===== src/rtl/int2flt_seq_if.sv =====
// Handshake and data bundle between the conversion controller and int2flt_seq.
// The controller (master) loads an operand and pulses start; the converter
// (slave) reports busy, a one-cycle done pulse and the half-float result.
interface int2flt_seq_if #(
  parameter int INT_W = 16
);
  logic             start_i;
  logic [INT_W-1:0] int_i;
  logic             busy_o;
  logic             done_o;
  logic [INT_W-1:0] flt_o;

  modport master (
    output start_i,
    output int_i,
    input  busy_o,
    input  done_o,
    input  flt_o
  );

  modport slave (
    input  start_i,
    input  int_i,
    output busy_o,
    output done_o,
    output flt_o
  );
endinterface


===== src/rtl/int2flt_seq.sv =====
// Sequential sign-magnitude integer to IEEE-754 half-precision converter.
// The magnitude is normalised by one left shift per cycle until its leading
// one reaches the hidden-bit position, then rounded to nearest-even in a
// single cycle. A zero magnitude skips straight to DONE so that the sign of
// zero is kept. Exponent never leaves [BIAS, BIAS+15], so no Inf/NaN result.
module int2flt_seq #(
  parameter int INT_W  = 16,
  parameter int EXP_W  = 5,
  parameter int MANT_W = 10,
  parameter int BIAS   = 15
) (
  input  logic          clk_i,
  input  logic          reset_i,
  int2flt_seq_if.slave  bus
);

  localparam int MAG_W = INT_W - 1;
  // bit index of the guard bit once the leading one sits at mag[MAG_W-1]
  localparam int GRD_B = MAG_W - 2 - MANT_W;
  // exponent matching a leading one at mag[MAG_W-1] before any shift
  localparam logic [EXP_W-1:0] EXP_INIT = EXP_W'(BIAS + MAG_W - 1);

  typedef enum logic [1:0] {
    IDLE  = 2'd0,
    NORM  = 2'd1,
    ROUND = 2'd2,
    DONE  = 2'd3
  } state_t;

  state_t             state_r, state_s;
  logic               sign_r, sign_s;
  logic [MAG_W-1:0]   mag_r, mag_s;
  logic [EXP_W-1:0]   exp_r, exp_s;
  logic [INT_W-1:0]   flt_r, flt_s;
  logic               busy_r, busy_s;
  logic               done_r, done_s;

  // Round-to-nearest-even on the normalised fraction (hidden bit excluded)
  // and pack. A carry out of the mantissa bumps the exponent by one and
  // clears the stored mantissa.
  function automatic logic [INT_W-1:0] round_pack(
    input logic             sign,
    input logic [EXP_W-1:0] exp_v,
    input logic [MAG_W-2:0] frac
  );
    logic [MANT_W-1:0] m;
    logic              guard;
    logic              sticky;
    logic              inc;
    logic [MANT_W:0]   sum;
    m      = frac[MAG_W-2 -: MANT_W];
    guard  = frac[GRD_B];
    sticky = |frac[GRD_B-1:0];
    inc    = guard & (sticky | m[0]);
    sum    = {1'b0, m} + {{MANT_W{1'b0}}, inc};
    if (sum[MANT_W]) begin
      round_pack = {sign, exp_v + {{(EXP_W-1){1'b0}}, 1'b1}, {MANT_W{1'b0}}};
    end else begin
      round_pack = {sign, exp_v, sum[MANT_W-1:0]};
    end
  endfunction

  // Next-state, datapath and output decode for the conversion FSM.
  always_comb begin
    state_s = state_r;
    sign_s  = sign_r;
    mag_s   = mag_r;
    exp_s   = exp_r;
    flt_s   = flt_r;
    case (state_r)
      IDLE: begin
        if (bus.start_i) begin
          sign_s = bus.int_i[INT_W-1];
          mag_s  = bus.int_i[MAG_W-1:0];
          exp_s  = EXP_INIT;
          if (bus.int_i[MAG_W-1:0] == {MAG_W{1'b0}}) begin
            flt_s   = {bus.int_i[INT_W-1], {(INT_W-1){1'b0}}};
            state_s = DONE;
          end else begin
            state_s = NORM;
          end
        end else begin
          state_s = IDLE;
        end
      end
      NORM: begin
        if (mag_r[MAG_W-1]) begin
          state_s = ROUND;
        end else begin
          mag_s = {mag_r[MAG_W-2:0], 1'b0};
          exp_s = exp_r - {{(EXP_W-1){1'b0}}, 1'b1};
        end
      end
      ROUND: begin
        flt_s   = round_pack(sign_r, exp_r, mag_r[MAG_W-2:0]);
        state_s = DONE;
      end
      DONE: begin
        state_s = IDLE;
      end
      default: begin
        state_s = IDLE;
      end
    endcase
    busy_s = (state_s != IDLE);
    done_s = (state_s == DONE);
  end

  // State, datapath and output registers with synchronous active-low reset.
  always_ff @(posedge clk_i) begin
    if (!reset_i) begin
      state_r <= IDLE;
      sign_r  <= 1'b0;
      mag_r   <= {MAG_W{1'b0}};
      exp_r   <= {EXP_W{1'b0}};
      flt_r   <= {INT_W{1'b0}};
      busy_r  <= 1'b0;
      done_r  <= 1'b0;
    end else begin
      state_r <= state_s;
      sign_r  <= sign_s;
      mag_r   <= mag_s;
      exp_r   <= exp_s;
      flt_r   <= flt_s;
      busy_r  <= busy_s;
      done_r  <= done_s;
    end
  end

  assign bus.busy_o = busy_r;
  assign bus.done_o = done_r;
  assign bus.flt_o  = flt_r;

endmodule


===== src/flat_wrapper.sv =====
// flat-port wrapper written by rule: the top's interface ports become plain ports
module int2flt_seq_flat 
#(
  parameter int INT_W  = 16,
  parameter int EXP_W  = 5,
  parameter int MANT_W = 10,
  parameter int BIAS   = 15
)
  (clk_i, reset_i, bus_start_i, bus_int_i, bus_busy_o, bus_done_o, bus_flt_o);
  int2flt_seq_if #(.INT_W(INT_W)) bus_i ();
  input  logic clk_i;
  input  logic reset_i;
  input wire logic [$bits(bus_i.start_i)-1:0] bus_start_i;
  input wire logic [$bits(bus_i.int_i)-1:0] bus_int_i;
  output wire logic [$bits(bus_i.busy_o)-1:0] bus_busy_o;
  output wire logic [$bits(bus_i.done_o)-1:0] bus_done_o;
  output wire logic [$bits(bus_i.flt_o)-1:0] bus_flt_o;
  assign bus_i.start_i = bus_start_i;
  assign bus_i.int_i = bus_int_i;
  assign bus_busy_o = bus_i.busy_o;
  assign bus_done_o = bus_i.done_o;
  assign bus_flt_o = bus_i.flt_o;
  int2flt_seq #(.INT_W(INT_W), .EXP_W(EXP_W), .MANT_W(MANT_W), .BIAS(BIAS)) u_core (.clk_i(clk_i), .reset_i(reset_i), .bus(bus_i));
endmodule

===== config.mk =====
export PLATFORM = sky130hd
export DESIGN_NAME = int2flt_seq_flat
export DESIGN_NICKNAME = d
export VERILOG_FILES = /design/src/rtl/int2flt_seq_if.sv /design/src/rtl/int2flt_seq.sv /design/src/flat_wrapper.sv
export SDC_FILE = /design/constraint.sdc
export NUM_CORES = 1
export LEC_CHECK = 0
export ABC_AREA = 0
export ABC_CLOCK_PERIOD_IN_PS = 1950
export CAP_MARGIN = 20
export CORE_ASPECT_RATIO = 1.75
export CORE_MARGIN = 2
export CORE_UTILIZATION = 48
export CTS_BUF_LIST = sky130_fd_sc_hd__clkbuf_4
export CTS_CLUSTER_SIZE = 14
export DETAILED_ROUTE_END_ITERATION = 10
export GPL_TIMING_DRIVEN = 0
export PLACE_DENSITY_LB_ADDON = 0.08
export RECOVER_POWER = 25
export SLEW_MARGIN = 10
export SYNTH_ARGS = -nofsm -noshare
export SYNTH_HDL_FRONTEND = slang
export SYNTH_SLANG_ARGS = --single-unit

===== constraint.sdc =====
create_clock -name clk_i -period 1.95 [get_ports clk_i]
set_input_delay 0.195 -clock clk_i [delete_from_list [all_inputs] [get_ports clk_i]]
set_output_delay 0.195 -clock clk_i [all_outputs]
set_load 0.01 [all_outputs]

---- Word-level counts from Yosys, hierarchy flattened ----
Index checks and enable logic that the tools add are counted.
word-level totals
  register bits after elaboration ......... 41
  bits in latches ......................... 0
  bits in writable memories ............... 0
  memory bits (read-only) ................. 0
  bits of input ports ..................... 19
  memories ................................ 0
cells by class
  add/subtract/negate cells ............... 3
  multiply operators ...................... 0
  divide/modulo/power cells ............... 0
  order comparisons ....................... 0
  equal/unequal tests ..................... 7
  shifts and indexed selects .............. 0
  mux-type cells .......................... 14
  bitwise operators ....................... 2
  reductions and logical operators ........ 10
operator list
  kind                   number
  $mux W15               3
  $mux W16               2
  $pmux W16 S2           1
  $pmux W15 S2           1
  $logic_not A15 Y1      1
  $add A10 B1 Y11        1
  $mux W5                2
  $pmux W5 S2            1
  $pmux W2 S4            1
  $eq A2 B2 Y1 const B   3
  $mux W2                3
  $reduce_and A3 Y1      2
  $reduce_bool A2 Y1     3
  $add A5 B1 Y5 const B  1
  $sub A5 B1 Y5 const B  1
  $ne A2 B2 Y1 const B   2
  $reduce_and A2 Y1      2
  $reduce_or A3 Y1       1
  $eq A2 B1 Y1 const B   1
  $logic_not A2 Y1       1
  $ne A2 B1 Y1 const B   1
  $and A1 B1 Y1          1
  $or A1 B1 Y1           1

---- Logic depth before layout (Yosys ltp) ----
  word-level depth ........................ 6
  gate-level depth with buffers ........... 6
  gate-level depth less buffers ........... 6

---- Worst setup path after synthesis ----
OpenSTA, ideal clock, no wires.
  path type ............................... reg-to-reg
  start point ............................. reg u_core.mag_r[4]
  end point ............................... reg u_core.flt_r[14] (netlist: u_core.bus.flt_o[14])
  library setup time ...................... 0.120 ns
  arrival ................................. 1.752 ns
  path slack .............................. 0.078 ns
  cell stages (with the launch flop) ...... 7
  buffers on the path ..................... 0
  cells stage by stage .................... dfxtp_1 > and2_1 > ha_1 > nand3_4 > or3_4 > o2111a_1 > a211o_1
between the ends
  longest elaborated chain between the ends .. 5
ends and longest elaborated chain
  what                    line                RTL
  start, declared         int2flt_seq.sv:32   logic [MAG_W-1:0] mag_r, mag_s;
  start signal, assigned  int2flt_seq.sv:114  mag_r <= {MAG_W{1'b0}};
  start signal, assigned  int2flt_seq.sv:122  mag_r <= mag_s;
  $or A1 B1 Y1            int2flt_seq.sv:54   inc = guard & (sticky | m[0]);
  $and A1 B1 Y1           int2flt_seq.sv:54
  $add A10 B1 Y11 *       int2flt_seq.sv:55   sum = {1'b0, m} + {{MANT_W{1'b0}}, inc};
  $mux W15 *              int2flt_seq.sv:56   if (sum[MANT_W]) begin
  $pmux W16 S2 *          int2flt_seq.sv:70   case (state_r)
  end signal, assigned    int2flt_seq.sv:116  flt_r <= {INT_W{1'b0}};
  end signal, assigned    int2flt_seq.sv:124  flt_r <= flt_s;
  end, declared           int2flt_seq.sv:34   logic [INT_W-1:0] flt_r, flt_s;
Mark *: on every way between the ends. The rest lies on a longest branch, timed or not.
A chain may end at the register's enable or synchronous reset.

---- Worst setup path after layout ----
Same ends and word-level chain as after synthesis.

==> impl_metrics.tcl <==
set metrics [dict create \
    outcome "complete, no violations" \
    clock-root-buffer "clkbuf_4" \
    synth_seq_area_share_pct 42.9 \
    nets 277 \
    syn_inst 212 \
    post-cts-setup-buffers 0 \
    internal_power_mw 1.21 \
    ys_types 43 \
    row_count 30 \
    comb_power_share_pct 20.2 \
    numPlacedInstances 296 \
    portBuffers 36 \
    antenna_left 0 \
    cts_buffers 5 \
    place.gp.congestion 0.824 \
    drtPass1Iterations 4 \
    cpPeakStageDelay_ns 0.44 \
    worstSkewPairLatency_ns 0.35 \
    yosys_warnings 0 \
    grt_pass1_vias 1601 \
    grt_pass1_wl_um 7530 \
    relSlewSlack_pct 67.4 \
    die_h_um 87.5 \
    fin_crit_ns 1.85 \
    hold_depth 1 \
    ys.flop_type "dfxtp_1" \
    drive_above_1_share_pct 10.9 \
    tightest_slew_ns 0.490 \
    wl_um 4300 \
    cts_tree "yes" \
    synth_edf_count 0 \
    r2r_cells 6 \
    hold_path_end "u_core.bus.flt_o[10]" \
    hp-start "u_core.bus.flt_o[10]" \
    clockBufferDepth 2 \
    max_cap_violations 0 \
    hold_path.class "reg2reg" \
    finalSetupViolations 0 \
    layout_setup_ws_ns 0.0994 \
    yosys.area.top_type "dfxtp_1" \
    syn_to_final_growth_pct 26.3 \
    setup_tns_ns 0 \
    vdd_ir_drop_max_uv 480 \
    fin_crit_sh_pct 94.9 \
    synth_area_um2 1910 \
    start_util_pct 49.4 \
    grt_use_total_pct 21.8 \
    r2r-end "u_core.bus.flt_o[14]" \
    avgSynthCellArea_um2 9.02 \
    gr-total-overflow 0 \
    core_region_area_um2 3870 \
    synth_area_leaders "dfxtp_1 43%, a22oi_1 5.5%, a21oi_1 5.0%" \
    cp-start-kind "flip-flop" \
    syn-num-nets 234 \
    final_common_cell "dfxtp_1" \
    seq_power_share_pct 55.2 \
    vias 1699 \
    post-place-ws_ns -0.286 \
    setup.worst_path.class "reg2reg" \
    fin_skew_ns 0.00588 \
    viasPerCell 5.59 \
    grt_max_degree 13 \
    cp_slowest_cell "or3_4" \
    htree_levels 2 \
    max_freq_mhz 540 \
    netSwitchingFraction_pct 30.2 \
    wl_per_cell_um 14.1 \
    antenna_found_initial 0 \
    final_cells 304 \
    powerDensity_nw_per_um2 717 \
    cts_sinks 41 \
    reg2reg_slack_ns 0.1 \
    whs_ns 0.468 \
    cp_num_buf_inv 0 \
    finalHoldViolations 0 \
    post-route-drc-count 0 \
    rr_startpoint "u_core.mag_r[4]" \
    synth_top_area_share_pct 42.9 \
    crit_family "simple AND/OR/NAND/NOR gates" \
    dieArea_um2 4520 \
    rsz0062_at_grt "false" \
    switching_power_mw 0.524 \
    drt_iter0_drc 48 \
    power_mw 1.73 \
    io_pins 37 \
    maxSlewViolCount 0 \
    p_leak_nw 0.860 \
    required_ns 2.20 \
    antenna-diode-count 0 \
    p_clk_share_pct 24.6 \
    async_flop_share_pct 0 \
    cp.arrival_ns 2.10 \
    crit_chain "and2_4, ha_4, nand3_4, or3_4, o2111a_1, a211o_1" \
    die_w_um 51.7 \
    nFillCells 374 \
    layout_common_cells "39 x dfxtp_1, 23 x clkdlybuf4s50_1, 20 x nand2_1" \
    critPathMaxFanout 7 \
    clk_pin_slew_worst_paths_ns 0.12 \
    ys_ff_latch 41 \
    dp_hpwl_um 3230 \
    cp-end-kind "flip-flop" \
]
worst max-delay path by stage:
stage                            startpoint              endpoint  slack, ns  cells past startpoint
after floorplan             u_core.mag_r[4]  u_core.bus.flt_o[14]       0.08                      6
after global placement         bus_int_i[1]   u_core.bus.flt_o[5]      -0.26                      6
after detailed placement       bus_int_i[1]   u_core.bus.flt_o[7]      -0.29                      6
after CTS                   u_core.mag_r[4]  u_core.bus.flt_o[14]      0.009                      6
after global routing      u_core.state_r[0]       u_core.mag_r[0]      0.006                      6
final                       u_core.mag_r[4]  u_core.bus.flt_o[14]        0.1                      6
Yosys cell counts (2+ instances only):
master	count
nor2_1	10
o21a_1	2
a21oi_1	19
nor3_1	9
dfxtp_1	41
nor2b_1	3
o31a_1	2
xor2_1	3
buf_2	9
inv_1	7
clkbuf_1	5
nand3_1	9
xnor2_1	9
a22o_1	5
a22oi_1	14
a211oi_1	3
o2bb2ai_1	7
a31oi_1	2
ha_1	3
nor4_1	8
nand2_1	20
layer usage:
layer	global-route usage (%)	vias up	wire length, µm
li1	-	866	-
met3	3.78	7	153
met1	25.7	789	1800
met5	0	-	0
met2	38.6	37	2280
met4	7.89	0	59
cells by family (layout without fill, tap and decap cells):
logic type	after synthesis	count (layout)	share of synthesized area, %
compound gates	62	62	23.3
xor+xnor	12	12	5.50
fa+ha+maj	3	3	1.96
buf+inv	21	65	4.71
flops	41	41	42.9
mux	1	1	0.524
simple gates	72	72	21.1
flip-flops by register name, summed over array words and instances (netlist names):
signal and flops:
u_core.bus.flt_o 16, u_core.mag_r 15, u_core.exp_r 5, u_core.state_r 2, u_core.bus.busy_o 1, u_core.bus.done_o 1
u_core.sign_r 1
timing repair:
item,in CTS,in global routing
resized for setup,3,5
hold buffers,0,0
pin swaps,0,1
endpoints found under the setup margin,6,6
final cells by class:
class	instances	area [µm²]	area share (%)
buffer	14	63.8	2.64
clock buffer	6	45.0	1.87
clock inverter	2	10.0	0.415
inverter	7	26.3	1.09
multi-input combinational	150	1020	42.3
sequential	41	828	34.3
tap	48	60.1	2.49
timing repair buffer	36	360	14.9
per-stage QoR:
step | util, % | cell area [µm²]
after floorplan | - | 1910
after global placement | 60.3 | 2330
after detailed placement | 60.3 | 2330
after CTS | 61.9 | 2390
after global routing | 62.5 | 2410
final | 62.5 | 2410
power by group through the flow:
stage	Clock [mW]	Sequential [mW]	Combinational (mW)
after floorplan	0	0.966	0.235
after global placement	0	0.972	0.349
after detailed placement	0	0.974	0.351
after CTS	0.446	0.956	0.354
after global routing	0.474	0.967	0.387
final	0.427	0.956	0.349
Power figures use the tool's default switching activity.
